`src/rtl/pcileech_tlps128_src_demux.sv`:
```
// RX-side TLP demux: routes each whole 128-bit TLP to one of four sinks (Cpl, Cfg, BAR, other)
// chosen from the first-beat header, through a single registered output stage.
//
// state   | meaning
// --------+-------------------------------------------------------------
// IDLE    | no packet open; next accepted beat must carry tuser[0]
// FWD     | packet open, beats routed to the sink locked in sel_q
// DROP    | packet open, classified "other" and being discarded
module pcileech_tlps128_src_demux #(
  parameter bit DROP_OTHER = 1'b0,
  parameter int CNT_W      = 16
) (
  input  logic               clk_pcie,
  input  logic               rst,
  input  logic               en,
  input  logic [127:0]       in_tdata,
  input  logic [3:0]         in_tkeepdw,
  input  logic [8:0]         in_tuser,
  input  logic               in_tlast,
  input  logic               in_tvalid,
  output logic               in_tready,
  output logic [127:0]       out_tdata,
  output logic [3:0]         out_tkeepdw,
  output logic [8:0]         out_tuser,
  output logic               out_tlast,
  output logic [3:0]         out_tvalid,
  input  logic [3:0]         out_tready,
  output logic [4*CNT_W-1:0] pkt_cnt,
  output logic [7:0]         err_cnt
);

  typedef enum logic [1:0] {
    ST_IDLE = 2'd0,
    ST_FWD  = 2'd1,
    ST_DROP = 2'd2
  } state_t;

  localparam logic [1:0] SINK_CPL   = 2'd0;
  localparam logic [1:0] SINK_CFG   = 2'd1;
  localparam logic [1:0] SINK_BAR   = 2'd2;
  localparam logic [1:0] SINK_OTHER = 2'd3;

  state_t                  state_q, state_d;
  logic [1:0]              sel_q, sel_d;

  logic [127:0]            out_tdata_q;
  logic [3:0]              out_tkeepdw_q;
  logic [8:0]              out_tuser_q;
  logic                    out_tlast_q;
  logic [3:0]              out_tvalid_q;
  logic [3:0][CNT_W-1:0]   cnt_q;
  logic [7:0]              err_q;

  logic [6:0]              hdr;
  logic [1:0]              cls;
  logic                    cls_fwd;
  logic                    first_beat;
  logic                    out_fire;
  logic                    slot_free;
  logic                    ready;
  logic                    accept;
  logic                    fwd;
  logic [1:0]              fwd_sel;
  logic                    err;

  assign hdr        = in_tdata[31:25];
  assign first_beat = in_tuser[0];

  // Header class; only meaningful on a first beat.
  always_comb begin
    cls = SINK_OTHER;
    if (hdr == 7'b0000101 || hdr == 7'b0100101) begin
      cls = SINK_CPL;
    end else if (hdr == 7'b0000010 || hdr == 7'b0100010) begin
      cls = SINK_CFG;
    end else if (in_tdata[28:24] == 5'b00000) begin
      cls = SINK_BAR;
    end
  end

  assign cls_fwd   = !(DROP_OTHER && (cls == SINK_OTHER));
  assign out_fire  = |(out_tvalid_q & out_tready);
  assign slot_free = !(|out_tvalid_q) || out_fire;
  assign accept    = in_tvalid && ready;

  always_comb begin
    state_d = state_q;
    sel_d   = sel_q;
    ready   = 1'b0;
    fwd     = 1'b0;
    fwd_sel = sel_q;
    err     = 1'b0;

    if (!rst) begin
      unique case (state_q)
        ST_IDLE: begin
          // Orphan beats are swallowed without needing the output slot.
          if (in_tvalid && !first_beat) ready = 1'b1;
          else                          ready = slot_free && en;
        end
        ST_FWD:  ready = slot_free;
        ST_DROP: begin
          // A restarting first beat that must be forwarded still needs the slot.
          if (in_tvalid && first_beat && cls_fwd) ready = slot_free;
          else                                    ready = 1'b1;
        end
        default: ready = 1'b0;
      endcase

      if (accept) begin
        if (first_beat) begin
          err     = (state_q != ST_IDLE);
          fwd     = cls_fwd;
          fwd_sel = cls;
          sel_d   = cls;
          if (in_tlast)     state_d = ST_IDLE;
          else if (cls_fwd) state_d = ST_FWD;
          else              state_d = ST_DROP;
        end else if (state_q == ST_IDLE) begin
          err = 1'b1;
        end else begin
          fwd = (state_q == ST_FWD);
          if (in_tlast) state_d = ST_IDLE;
        end
      end
    end
  end

  always_ff @(posedge clk_pcie) begin
    if (rst) begin
      state_q <= ST_IDLE;
      sel_q   <= SINK_CPL;
    end else begin
      state_q <= state_d;
      sel_q   <= sel_d;
    end
  end

  always_ff @(posedge clk_pcie) begin
    if (rst) begin
      out_tdata_q   <= '0;
      out_tkeepdw_q <= '0;
      out_tuser_q   <= '0;
      out_tlast_q   <= 1'b0;
      out_tvalid_q  <= '0;
    end else if (fwd) begin
      out_tdata_q   <= in_tdata;
      out_tkeepdw_q <= in_tkeepdw;
      out_tuser_q   <= in_tuser;
      out_tlast_q   <= in_tlast;
      out_tvalid_q  <= 4'b0001 << fwd_sel;
    end else if (out_fire) begin
      out_tvalid_q  <= '0;
    end
  end

  // Packets are counted as their tlast beat leaves the output register.
  always_ff @(posedge clk_pcie) begin
    if (rst) begin
      cnt_q <= '0;
      err_q <= '0;
    end else begin
      for (int i = 0; i < 4; i++) begin
        if (out_tvalid_q[i] && out_tready[i] && out_tlast_q) begin
          cnt_q[i] <= cnt_q[i] + CNT_W'(1);
        end
      end
      if (err && (err_q != 8'hFF)) begin
        err_q <= err_q + 8'd1;
      end
    end
  end

  assign in_tready   = ready;
  assign out_tdata   = out_tdata_q;
  assign out_tkeepdw = out_tkeepdw_q;
  assign out_tuser   = out_tuser_q;
  assign out_tlast   = out_tlast_q;
  assign out_tvalid  = out_tvalid_q;
  assign pkt_cnt     = cnt_q;
  assign err_cnt     = err_q;

endmodule

```
`config.mk`:
```
export PLATFORM = sky130hd
export DESIGN_NAME = pcileech_tlps128_src_demux
export DESIGN_NICKNAME = d
export VERILOG_FILES = /design/src/rtl/pcileech_tlps128_src_demux.sv
export SDC_FILE = /design/constraint.sdc
export NUM_CORES = 1
export LEC_CHECK = 0
export ABC_AREA = 1
export BUFFER_PORTS_ARGS = -buffer_cell sky130_fd_sc_hd__buf_4
export CAP_MARGIN = 20
export CORE_AREA = 2 2 145 147
export DETAILED_ROUTE_END_ITERATION = 16
export DIE_AREA = 0 0 147 149
export GPL_TIMING_DRIVEN = 0
export PLACE_DENSITY = 0.73
export SYNTH_ARGS = -nofsm -noshare
export SYNTH_HDL_FRONTEND = slang
export SYNTH_SLANG_ARGS = --single-unit
```
`constraint.sdc`:
```
create_clock -name clk_pcie -period 3.6 [get_ports clk_pcie]
set_input_delay 0.36 -clock clk_pcie [delete_from_list [all_inputs] [get_ports clk_pcie]]
set_output_delay 0.36 -clock clk_pcie [all_outputs]
set_load 0.05 [all_outputs]
```
Word level (Yosys, flattened, before mapping)
Index checks and enable logic that the tools add are counted.

storage, ports and cells
  register bits = 222
  input port bits = 150
  output and inout port bits = 219
  word-level logic and storage cells = 77

cells by class
  add/sub/neg operators = 5
  equal/unequal tests = 8
  shift operators = 1
  mux-type cells = 24
  bitwise operators = 1
  reduce and logical (&&, ||, !) cells = 26

operator list
  operator                 count
  $add A16 B1 Y16 const B  4
  $mux W2                  8
  $eq A7 B6 Y1 const B     2
  $logic_and A1 B1 Y1      13
  $mux W1                  13
  $add A8 B1 Y8 const B    1
  $mux W4                  2
  $ne A8 B8 Y1 const B     1
  $reduce_or A4 Y1         2
  $eq A7 B2 Y1 const B     1
  $eq A7 B3 Y1 const B     1
  $reduce_bool A2 Y1       3
  $logic_not A5 Y1         1
  $and A4 B4 Y4            1
  $shl A1 B2 Y4 const A    1
  $logic_or A1 B1 Y1       3
  $pmux W1 S3              1
  $reduce_and A3 Y1        1
  $eq A2 B1 Y1 const B     1
  $eq A2 B2 Y1 const B     1
  $logic_not A1 Y1         2
  $logic_not A2 Y1         1
  $ne A2 B2 Y1 const B     1

Depth between registers and ports, before layout
Gate-level depths: netlist of the first run.

  depth after elaboration = 12
  gate-level depth with buffers = 13
  mapped depth without buffers = 12

Least setup slack after synthesis of the first run
No wires, ideal clock.

  path kind = reg2out
  from = register out_tvalid_q[3] (netlist: out_tvalid[3])
  to = output port in_tready
  data arrival time = 1.835 ns
  required time = 3.240 ns
  setup slack = 1.405 ns
  cell stages (with the launch flop) = 7
  buffers on the path = 0
  path through = dfxtp_1 -> nand2_1 -> nand2_1 -> nor2_2 -> nand2_2 -> nand2_2 -> a21oi_1

on the way
  word-level cells in the longest chain between the ends = 7

ends and longest elaborated chain
  element                                               RTL line  source
  start, declared                                       50        logic [3:0] out_tvalid_q;
  start signal, assigned                                151       out_tvalid_q <= 4'b0001 << fwd_sel;
  $and A4 B4 Y4 or $reduce_or A4 Y1 (tied branches)     82, 83
  $reduce_or A4 Y1 or $logic_not A1 Y1 (tied branches)  82, 83
  $logic_or A1 B1 Y1 *                                  83        assign slot_free = !(|out_tvalid_q) || out_fire;
  $logic_and A1 B1 Y1                                   99        else ready = slot_free && en;
  $mux W1                                               98        if (in_tvalid && !first_beat) ready = 1'b1;
  $pmux W1 S3 *                                         95        unique case (state_q)
  $mux W1 *                                             94        if (!rst) begin
  end, declared                                         21        output logic in_tready,

Every way passes the cells marked *; elsewhere a longest branch is shown, timed or not.

Worst setup path after layout of the first run
  from = register out_tvalid_q[3] (netlist: out_tvalid[3])
  to = register out_tdata_q[42] (netlist: out_tdata[42])

on the way
  word-level cells in the longest chain between the ends = 10

ends and longest elaborated chain
  element                                               RTL line  source
  $and A4 B4 Y4 or $reduce_or A4 Y1 (tied branches)     82, 83
  $reduce_or A4 Y1 or $logic_not A1 Y1 (tied branches)  82, 83
  $logic_or A1 B1 Y1 *                                  83
  $logic_and A1 B1 Y1                                   99
  $mux W1                                               98
  $pmux W1 S3 *                                         95
  $mux W1 *                                             94
  $logic_and A1 B1 Y1 *                                 84        assign accept = in_tvalid && ready;
  $mux W1 *                                             110       if (accept) begin
  $mux W1 *                                             94
  end signal, assigned                                  147       out_tdata_q <= in_tdata;
  end, declared                                         46        logic [127:0] out_tdata_q;

Marked as above.
A chain may end at the register's enable or synchronous reset.

==> metrics.md, run 1 <==
| Metric | Value |
|---|---|
| Status | finished clean |
| Total number of vias | between 8,000 and 9,000 |
| Max Cap Violations | 0 |
| Final Net Count | ~1,700 |
| Cells after synthesis | approximately 1,100 |
| Final worst clock skew | 0.00669 ns |
| H-tree depth | 1 |
| Largest net degree at the start of global routing | 13 |
| Multiplexer share of the synthesized area | 0 |
| Row cnt | 53 |
| Initial antenna violation count | 0 |
| Clk_lat worst skew | 0.51 ns |
| Crit path max-delay cell type | dfxtp_1 |
| N_diodes | 0 |
| Complex-gate fraction of the synthesized area | 0.147 |
| Crit path max-delay family | simple AND/OR/NAND/NOR gates |
| Global placer's final weighted congestion | roughly 0.90 |
| Routed WL | 28,600 um |
| Die width | about 150 um |
| Syn_nets | roughly 1,300 |
| Pwr/cell area | ~470 nW/um^2 |
| I/O Buffers | about 370 |
| Global route overflow | 0 |
| Commonest non-fill, non-tap cell in the layout | buf_4 |
| Die area | approximately 22,000 sq um |
| CTS Buf Count | 25 |
| WP data arrival | roughly 2.5 ns |
| Capturing element type of the critical path | register |
| Avg Inst Size Synth | approximately 7.7 sq um |
| All-Layer GR Usage | 0.248 |
| Hold_buf cts | 0 |
| Worst VDD drop | approximately 0.00042 V |
| Setup violations, final | 0 |
| 1st-pass router iterations | 5 |
| Crit path max fanout | 10 |
| Layout cell share with drive strength beyond 1 | 0.298 |
| Fillers | ~1,900 |
| Area taken by multi-input logic gates | ~3600 sq um |
| DP HPWL | 21,600 um |
| Sum of negative setup slack | 0 ns |
| Core area | between 20,000 and 25,000 sq um |
| Post-CTS resize count | 0 |
| Peak Freq | about 480 MHz |
| CTS tree | done |
| Final Slew Violations | 0 |
| Register bit total from synthesis | about 220 |
| CP max stage delay | between 0.4 and 0.5 ns |
| Final core occ | 0.616 |
| Antenna Violating Nets Remaining | 0 |
| Final hold vios | 0 |
| Buf+Inv Stages, Crit Path | 1 |
| Simple-gate portion of the synthesized area | 0.248 |
| Vias per inst | between 4 and 5 |
| Synth Area in Adders | 0.00860 |
| Num Clock Sinks | ~220 |
| Flip-flop and latch area | approximately 4400 sq um |
| Synth cell types | 35 |
| Cell chain of the critical path | nand2_1, nand2_1, nor2_2, nand2_2, nand2_2, nand2_4, nand3_4, nor2_4, clkbuf_1, o21ai_0, nor2_1 |
| Final period util | 0.579 |
| Post-synthesis cell area | between 8000 and 9000 sq um |
| Placement Setup Slack | around 1.4 ns |
| Worst Path Required | between 4 and 5 ns |
| Clk slew on worst S/H paths | around 0.060 ns |
| Most frequent cells in the layout | buf_4, nor2_1, dfxtp_1, o21ai_0, nand2_1 |
| CP Launch Type | register |
| WS Path Type | reg2reg |
| Ys Warns | 0 |
| Leak | a little over 0.006 uW |
| DRT iter0 DRCs | 418 |
| Worst slew pin tran | roughly 0.7 ns |
| Post-placement cell count | between 1,500 and 2,000 |
| Slew headroom | 0.529 |
| Max Buffers Root-to-Sink | 3 |
| Worst hold path class | in2reg |
| Largest family of logic cells by synthesized area | simple AND/OR/NAND/NOR gates |
| Final worst slack | ~1.5 ns |
| Area Growth Syn to Fin | 45.1% |
| DR WL/cell | between 15 and 20 um |
| First-pass GRT wire length | about 44,000 um |
| I/O pins | around 370 |
| Post-Synth XOR/XNOR Area | 0.0120 |
| RSZ-0062 raised after global routing | no |
| Drt drc | 0 |
| Register area share after synthesis | 0.507 |
| Die Y | about 150 um |
| Post-route insts no fill | 1,823 |
| Vias in the first global route | 8,457 |
| Clock Tree Root | clkbuf_16 |
| Post-CTS setup repair buffer count | 0 |
| Initial core utilization | 0.424 |
| Tmin final | about 2.1 ns |
-- registers in the layout, indices dropped and copies added, names as in the netlist --
register	flops
err_cnt	8
out_tdata	128
out_tkeepdw	4
out_tlast	1
out_tuser	9
out_tvalid	4
pkt_cnt	64
sel_q	2
state_q	1
-- cells in the mapped netlist, drive strengths merged --
cell type | number | share of area
a21oi | 65 | 0.037
a31oi | 2 | 0.0014
and3 | 3 | 0.0022
buf | 25 | 0.028
clkbuf | 30 | 0.013
clkinv | 1 | 0.00043
dfxtp | 221 | 0.51
ha | 6 | 0.0086
inv | 82 | 0.035
nand2 | 99 | 0.045
nand3 | 33 | 0.024
nand4 | 11 | 0.0079
nor2 | 340 | 0.15
nor3 | 20 | 0.015
nor3b | 2 | 0.0017
nor4b | 1 | 0.0010
o21a | 9 | 0.0077
o21ai | 172 | 0.099
o21bai | 2 | 0.0017
or2 | 1 | 0.00072
xnor2 | 2 | 0.0020
xor2 | 10 | 0.010
-- power by group --
part	internal (uW)	switching [uW]	leakage (uW)	total, uW
clock	1600	991	0.000408	2590
combinational	285	533	0.00384	818
sequential	2530	46.0	0.00179	2580
-- worst reg2reg max path, cell delays in order, from the launching register on --
cell	delay (ns)
dfxtp_1	0.45
nand2_1	0.08
nand2_1	0.08
nor2_2	0.06
nand2_2	0.06
nand2_2	0.06
nand2_4	0.08
nand3_4	0.13
nor2_4	0.29
clkbuf_1	0.45
o21ai_0	0.16
nor2_1	0.12
-- cell families (layout without fill, tap and decap cells) --
logic type,Yosys count,count (layout)
AO/OA/AOI/OAI,250,250
XOR/XNOR,12,12
adder cells (fa/ha/maj),6,6
buffers and inverters,138,549
flip-flops,221,221
AND/OR/NAND/NOR,510,510
-- metal layers --
| layer | track usage | up-vias | routed length (um) | share of wire |
|---|---|---|---|---|
| met3 | 0.0697 | 74 | 2360 | 0.082 |
| met1 | 0.291 | 4015 | 11400 | 0.40 |
| met2 | 0.430 | 324 | 13600 | 0.47 |
| li1 | - | 4463 | - | - |
| met5 | 0 | - | 0 | 0 |
| met4 | 0.103 | 0 | 1240 | 0.043 |
-- metrics by stage --
stage	instance area, sq um	hold WS (ns)	total power [uW]
finish	12700	0.0680	5980
global route	12700	0.0559	6190
CTS	12700	0.0521	6040
detailed placement	11800	0.459	3450
global placement	11800	0.453	3440
floorplan	8730	0.462	3100
-- area by class of cell --
type                    instances  area share
inverters                      83      0.0246
well taps                     275      0.0272
multi-input cells             778       0.287
clock buffers                  38      0.0572
flip-flops and latches        221       0.350
clock inverters                 6     0.00860
repair buffers                367       0.218
plain buffers                  55      0.0285
-- path summary, 6_finish.rpt --
kind	from	endpoint	slack [ns]	cells past startpoint
max reg2reg	out_tvalid[3]$_SDFFE_PP0P_	out_tdata[42]$_SDFFE_PP0P_	1.52	11
min	in_tdata[88]	out_tdata[88]$_SDFFE_PP0P_	0.07	3
max	out_tvalid[3]$_SDFFE_PP0P_	out_tdata[42]$_SDFFE_PP0P_	1.52	11
min reg2reg	pkt_cnt[63]$_SDFFE_PP0P_	pkt_cnt[63]$_SDFFE_PP0P_	0.47	2
Note: power is estimated with default switching activity, not from simulation.
==> run 2, diff against run 1 <==
Settings changed: CORE_AREA 2 2 145 147 to not set, CORE_MARGIN set to 2, CORE_UTILIZATION set to 43, DIE_AREA 0 0 147 149 to not set, PLACE_DENSITY 0.73 to 0.76.
Clock period 3.6 ns to 1.9 ns, I/O delays scaled along.
==> metrics.md, run 2 (synthesized netlist as in run 1, its figures left out) <==
| Metric | Value |
|---|---|
| Post-placement cell count | 1,774 (-0.28%) |
| CP startpoint | out_tvalid[1]$_SDFFE_PP0P_ |
| Max Buffers Root-to-Sink | 3 (unchanged) |
| Crit path capture | in_tready |
| Pwr/cell area | 801 nW/um^2 (+69%) |
| Final worst clock skew | 0.0130 ns (+0.00627 ns) |
| Capturing element type of the critical path | primary output |
| I/O Buffers | 367 (unchanged) |
| Routed WL | 33,800 um (+18%) |
| Vias in the first global route | 10,000 (+19%) |
| Clk_lat worst skew | 0.52 ns (about the same) |
| CP max stage delay | 0.37 ns (-0.08 ns) |
| Worst hold path class | in2reg |
| Clk slew on worst S/H paths | 0.07 ns (about the same) |
| DR WL/cell | 17.1 um (+9.3%) |
| Worst Path Required | 1.71 ns (-2.33 ns) |
| Crit path max fanout | 5 (-5) |
| Initial antenna violation count | 0 (unchanged) |
| DP HPWL | 21,400 um (-0.71%) |
| Initial core utilization | 0.434 (+0.00956) |
| CTS tree | done |
| WP data arrival | 1.64 ns (-0.89 ns) |
| R2r endpoint | out_tdata[124]$_SDFFE_PP0P_ |
| Core area | 20,100 sq um (-2.2%) |
| Reg2Reg Depth | 13 (+2) |
| Leak | 0.00675 uW (+12%) |
| Global route overflow | 0 (unchanged) |
| I/O pins | 369 (unchanged) |
| Critical path depth | 7 (-4) |
| Commonest non-fill, non-tap cell in the layout | buf_4 |
| CP most frequent cell | nand2_2 |
| Crit path max-delay family | simple AND/OR/NAND/NOR gates |
| Final period util | 0.963 |
| N_diodes | 0 (unchanged) |
| R2R setup slack | 0.09 ns (-1.43 ns) |
| Final Net Count | 1,838 (+9.0%) |
| Post-route insts no fill | 1,970 (+8.1%) |
| Worst slew pin tran | 0.727 ns (+0.0201 ns) |
| Buf+Inv Stages, Crit Path | 1 (unchanged) |
| Placement Setup Slack | -0.135 ns (-1.56 ns) |
| Reg2reg start | out_tvalid[1]$_SDFFE_PP0P_ |
| Vias per inst | 5.09 (+4.5%) |
| WS Path Type | reg2out |
| Crit path max-delay cell type | dfxtp_4 |
| Largest net degree at the start of global routing | 15 (+2) |
| Slew headroom | 0.515 (-0.0134) |
| Final hold vios | 0 (unchanged) |
| Worst VDD drop | 0.000772 V (+84%) |
| Die area | 21,400 sq um (-2.1%) |
| Total number of vias | 10,000 (+13%) |
| Antenna Violating Nets Remaining | 0 (unchanged) |
| H-tree depth | 1 (unchanged) |
| Die Y | 146 um (-1.7%) |
| DRT iter0 DRCs | 523 (+25%) |
| Final worst slack | 0.0696 ns (-1.45 ns) |
| Max Cap Violations | 0 (unchanged) |
| Final Slew Violations | 0 (unchanged) |
| Global placer's final weighted congestion | 0.870 (-3.1%) |
| Area Growth Syn to Fin | 64.1% |
| Setup violations, final | 0 (unchanged) |
| Fillers | 1,394 (-25%) |
| Status | finished clean |
| Num Clock Sinks | 221 (unchanged) |
| Peak Freq | ~550 MHz |
| Cell chain of the critical path | nand2_1, nand2_2, nor2_4, nand2_2, nand2_2, a21oi_2, buf_4 |
| CP Launch Type | register |
| Most frequent cells in the layout | buf_4, nor2_1, dfxtp_1, dlygate4sd3_1, o21ai_0 |
| 1st-pass router iterations | 5 (unchanged) |
| Clock Tree Root | clkbuf_16 |
| CTS Buf Count | 24 (-4.0%) |
| Layout cell share with drive strength beyond 1 | 0.304 (+0.00573) |
| Max reg flops | 128 (unchanged) |
| Row cnt | 52 (-1.9%) |
| RSZ-0062 raised after global routing | yes |
| Drt drc | 0 (unchanged) |
| First-pass GRT wire length | 52,200 um (+19%) |
| Tmin final | 1.83 ns |
| Final Total Pwr | 11,500 uW (+92%) |
| Die width | 146 um (-0.37%) |
| All-Layer GR Usage | 0.300 (+0.0512) |
run 2: changes by cell type in the layout (fill, tap and decap cells not counted), sizes merged:
cell,before,now
inv,83,82
clkbuf,68,64
dlygate4sd3,0,140
clkinvlp,0,3
bufinv,3,1
buf,392,404
clkinv,3,7
run 2: final cells by class:
| class | instances | area (sq um) | share of cell area |
|---|---|---|---|
| inverters | 83 | 312 | 0.0218 |
| flip-flops and latches | 221 | 4460 | 0.311 |
| plain buffers | 55 | 408 | 0.0285 |
| well taps | 270 | 338 | 0.0236 |
| clock inverters | 10 | 82.6 | 0.00577 |
| repair buffers | 519 | 4270 | 0.298 |
| clock buffers | 34 | 709 | 0.0495 |
| multi-input cells | 778 | 3740 | 0.262 |
run 2: worst min-delay path by stage:
stage / startpoint / slack [ns] / to / cells after the start
floorplan: in_tdata[126] / 0.32 / out_tdata[126]$_SDFFE_PP0P_ / 2
detailed placement: in_tdata[108] / 0.42 / out_tdata[108]$_SDFFE_PP0P_ / 3
finish: in_tuser[0] / 0.03 / state_q[0]$_SDFFE_PP0P_ / 3
global route: in_tuser[0] / 0.03 / out_tuser[0]$_SDFFE_PP0P_ / 3
global placement: in_tdata[100] / 0.41 / out_tdata[100]$_SDFFE_PP0P_ / 3
CTS: in_tuser[0] / 0.009 / state_q[0]$_SDFFE_PP0P_ / 3
run 2: what timing repair did:
item	CTS	global route
gates cloned	0	1
hold buffers	140	0
pin swaps	1	12
setup buffers	2	9
resized for setup	11	96
setup endpoints to repair	141	149
hold endpoints to repair	140	0
run 2: tightest hold or removal path, stage by stage:
cell and delay (ns):
buf_4 0.13, nand2_1 0.10, a21oi_1 0.07
run 2: metal layers:
metal	track usage	routed length, um	part of all wire	vias to the layer above
met3	0.0753	2850	0.084	142
met5	0	0	0	-
li1	-	-	-	4770
met4	0.163	1890	0.056	0
met1	0.341	12600	0.37	4634
met2	0.517	16400	0.49	479
run 2: where the power goes:
part	switching, uW	internal [uW]	total, uW
logic	1130	757	1890
registers	105	4790	4890
clock network	1940	2740	4680
total	3180	8280	11500
run 2: per-stage QoR:
step | hold WS (ns) | setup TNS [ns] | instance area [sq um] | utilization
after floorplan | 0.325 | -0.0310 | 8740 | -
after global placement | 0.410 | -2.85 | 11800 | 0.589
after detailed placement | 0.416 | -7.10 | 11800 | 0.589
after CTS | 0.00944 | 0 | 14100 | 0.699
after global routing | 0.0341 | -0.171 | 14300 | 0.712
final | 0.0261 | 0 | 14300 | 0.712
==> run 3, diff against run 2 <==
Settings changed: ABC_AREA 1 to not set, CORE_UTILIZATION 43 to 44, CTS_BUF_LIST set to sky130_fd_sc_hd__clkbuf_16, PLACE_DENSITY 0.76 to 0.77.
==> metrics.md, run 3 <==
| Metric | Value |
|---|---|
| Placed cell areas | 12,300 sq um (+3.9%) |
| Final Total Pwr | 12,800 uW (+12%) |
| Post-placement cell count | 1,725 (-2.8%) |
| I/O pins | 369 (unchanged) |
| Final period util | 1.25 (+0.285) |
| Area taken by multi-input logic gates | 5870 sq um (+57%) |
| Row cnt | 52 (unchanged) |
| Hold Crit Start | out_tready[1] |
| Total number of vias | 12,800 (+28%) |
| Drt drc | 0 (unchanged) |
| DP HPWL | 23,600 um (+10%) |
| Routed WL | 51,900 um (+54%) |
| CP startpoint | out_tvalid[3]$_SDFFE_PP0P_ |
| Post-route insts no fill | 1,991 (+1.1%) |
| Post-Layout Inst Area | 17,700 sq um (+23%) |
| Avg Inst Size Synth | 8.37 sq um (+9.1%) |
| Core area | 20,300 sq um (+0.97%) |
| Max reg flops | 128 (unchanged) |
| I/O Buffers | 368 (+0.27%) |
| WS Path Type | reg2reg |
| Antenna Violating Nets Remaining | 0 (unchanged) |
| Synth cell types | 44 (+26%) |
| Final worst clock skew | 0.00871 ns (-0.00424 ns) |
| DR WL/cell | 26.0 um (+52%) |
| Global placer's final weighted congestion | 0.882 (+1.5%) |
| Most frequent cell after synthesis | dfxtp_1 |
| Reg2Reg Depth | 7 (-6) |
| Crit path capture | out_tdata[104]$_SDFFE_PP0P_ |
| Peak Freq | 422 MHz (-23%) |
| Number of flops mapped to enable cells by yosys | 0 (unchanged) |
| Vias in the first global route | 11,700 (+16%) |
| Initial core utilization | 0.448 (+0.0143) |
| Clk_lat worst skew | 0.53 ns (about the same) |
| Leak | 0.00694 uW (+2.8%) |
| Final core occ | 0.870 (+0.158) |
| Commonest non-fill, non-tap cell in the layout | buf_4 |
| Setup violations, final | 159 (+159) |
| Flip-flop and latch area | 4450 sq um (-0.17%) |
| Yosys top cell area share | 0.486 (-0.0209) |
| Capturing element type of the critical path | register |
| CTS tree | done |
| All-Layer GR Usage | 0.357 (+0.0571) |
| Initial antenna violation count | 2 (+2) |
| Final hold vios | 0 (unchanged) |
| Die area | 21,900 sq um (+1.9%) |
| Worst VDD drop | 0.000843 V (+9.2%) |
| Area Growth Syn to Fin | 94.1% |
| Area leader, netlist | dfxtp_1 |
| Die width | 148 um (+0.94%) |
| Synth area leaders | dfxtp_1, nand3_1, a21oi_1 |
| Clock Tree Root | clkbuf_16 |
| H-tree depth | 1 (unchanged) |
| Top cells by instance count after synthesis | dfxtp_1, nand3_1, a21oi_1 |
| Status | finished, violations left |
| WP data arrival | 2.81 ns (+1.17 ns) |
| Ys Warns | 0 (unchanged) |
| Register area share after synthesis | 0.486 (-0.0209) |
| Max Buffers Root-to-Sink | 3 (unchanged) |
| Max Cap Violations | 0 (unchanged) |
| First-pass GRT wire length | 62,800 um (+20%) |
| Global route overflow | 0 (unchanged) |
| Final worst slack | -0.471 ns (-0.541 ns) |
| Most frequent cells in the layout | buf_4, dfxtp_1, dlygate4sd3_1, a21oi_1, nand3_1 |
| Vias per inst | 6.44 (+27%) |
| R2R setup slack | -0.47 ns (-0.56 ns) |
| CTS Buf Count | 25 (+4.2%) |
| Worst hold path class | in2reg |
| Reg2reg start | out_tvalid[3]$_SDFFE_PP0P_ |
| Clk slew on worst S/H paths | 0.07 ns (about the same) |
| Tmin final | 2.37 ns (+0.541 ns) |
| Pwr/cell area | 727 nW/um^2 (-9.2%) |
| Worst Path Required | 2.34 ns (+0.63 ns) |
| Layout cell share with drive strength beyond 1 | 0.485 (+0.182) |
| 1st-pass router iterations | 6 (+1) |
| CP Launch Type | register |
| R2r endpoint | out_tdata[104]$_SDFFE_PP0P_ |
| Slew headroom | 0.424 (-0.0917) |
| Crit path max fanout | 10 (+5) |
| Final Slew Violations | 0 (unchanged) |
| Register bit total from synthesis | 221 (unchanged) |
| Cells after synthesis | 1,087 (-4.4%) |
| Largest net degree at the start of global routing | 20 (+5) |
| Share of flip-flops with an asynchronous set or reset | 0 (unchanged) |
| Die Y | 148 um (+0.94%) |
| Num Clock Sinks | 221 (unchanged) |
| Fillers | 928 (-33%) |
| RSZ-0062 raised after global routing | yes |
| Worst slew pin tran | 0.865 ns (+0.137 ns) |
| DRT iter0 DRCs | 1,320 (+150%) |
| Failing checks | negative setup slack |
| Top FF cell, synth | dfxtp_1 |
| Syn_nets | 1,243 (-3.9%) |
| Post-synthesis cell area | 9100 sq um (+4.3%) |
| Final Net Count | 1,858 (+1.1%) |
-- run 3: power breakdown --
part	leakage, uW	switching [uW]	internal [uW]	total, uW
clock	0.000400	2110	2660	4770
sequential	0.00179	111	4750	4860
combinational	0.00474	1780	1440	3220
total	0.00694	4000	8840	12800
-- run 3: critical path, cell delays in order (launching register included) --
cell and delay, ns:
dfxtp_4 0.34, or4_4 0.57, nand4b_1 0.21, buf_4 0.16
buf_12 0.13, clkbuf_4 0.23, nand3_1 0.29, a21oi_2 0.32
-- run 3: through the flow --
stage | hold WS (ns) | TNS (ns) | setup WS (ns)
finish | 0.0819 | -33.29 | -0.471
global route | 0.101 | -35.51 | -0.461
CTS | 0.0692 | -14.68 | -0.268
detailed placement | 0.421 | -107.89 | -0.831
global placement | 0.417 | -103.05 | -0.766
floorplan | 0.294 | -0.931 | -0.203
-- run 3: area by class of cell --
| cell class | count | area share |
|---|---|---|
| well taps | 270 | 0.0191 |
| multi-input cells | 767 | 0.332 |
| repair buffers | 596 | 0.308 |
| flip-flops and latches | 221 | 0.252 |
| inverters | 4 | 0.000850 |
| plain buffers | 87 | 0.0443 |
| clock buffers | 25 | 0.0354 |
| diodes | 1 | 0.000142 |
| clock inverters | 20 | 0.00793 |
-- run 3: metal layers --
metal	up-vias	global-route usage	routed length, um
met5	-	0	0
met4	0	0.200	4820
met3	438	0.0790	5800
met2	1174	0.600	23800
met1	6026	0.422	17500
li1	5187	-	-
-- run 3: cells by family after synthesis --
logic type                 after synthesis  share of synthesized area
and+or+nand+nor                        359                      0.208
muxes                                   15                     0.0175
xor gates and xnor gates                39                     0.0375
buffers and inverters                   99                     0.0434
DFF                                    221                      0.486
adders and majority gates                6                    0.00825
AOI/OAI and AO/OA                      348                      0.199
-- run 3: how the worst min path moves through the flow --
stage,depth (start not counted),slack (ns),end
CTS,4,0.07,pkt_cnt[50]$_SDFFE_PP0P_
floorplan,1,0.29,state_q[0]$_SDFFE_PP0P_
detailed placement,2,0.42,state_q[0]$_SDFFE_PP0P_
finish,4,0.08,pkt_cnt[18]$_SDFFE_PP0P_
global route,4,0.10,pkt_cnt[18]$_SDFFE_PP0P_
global placement,2,0.42,state_q[0]$_SDFFE_PP0P_
-- run 3: timing repair --
item                       in CTS  in global routing
resized for setup             258                405
setup buffers                  34                 32
pin swaps                     120                101
hold endpoints to repair      143                  0
gates cloned                    9                 13
setup endpoints to repair     162                164
hold buffers                  142                  0
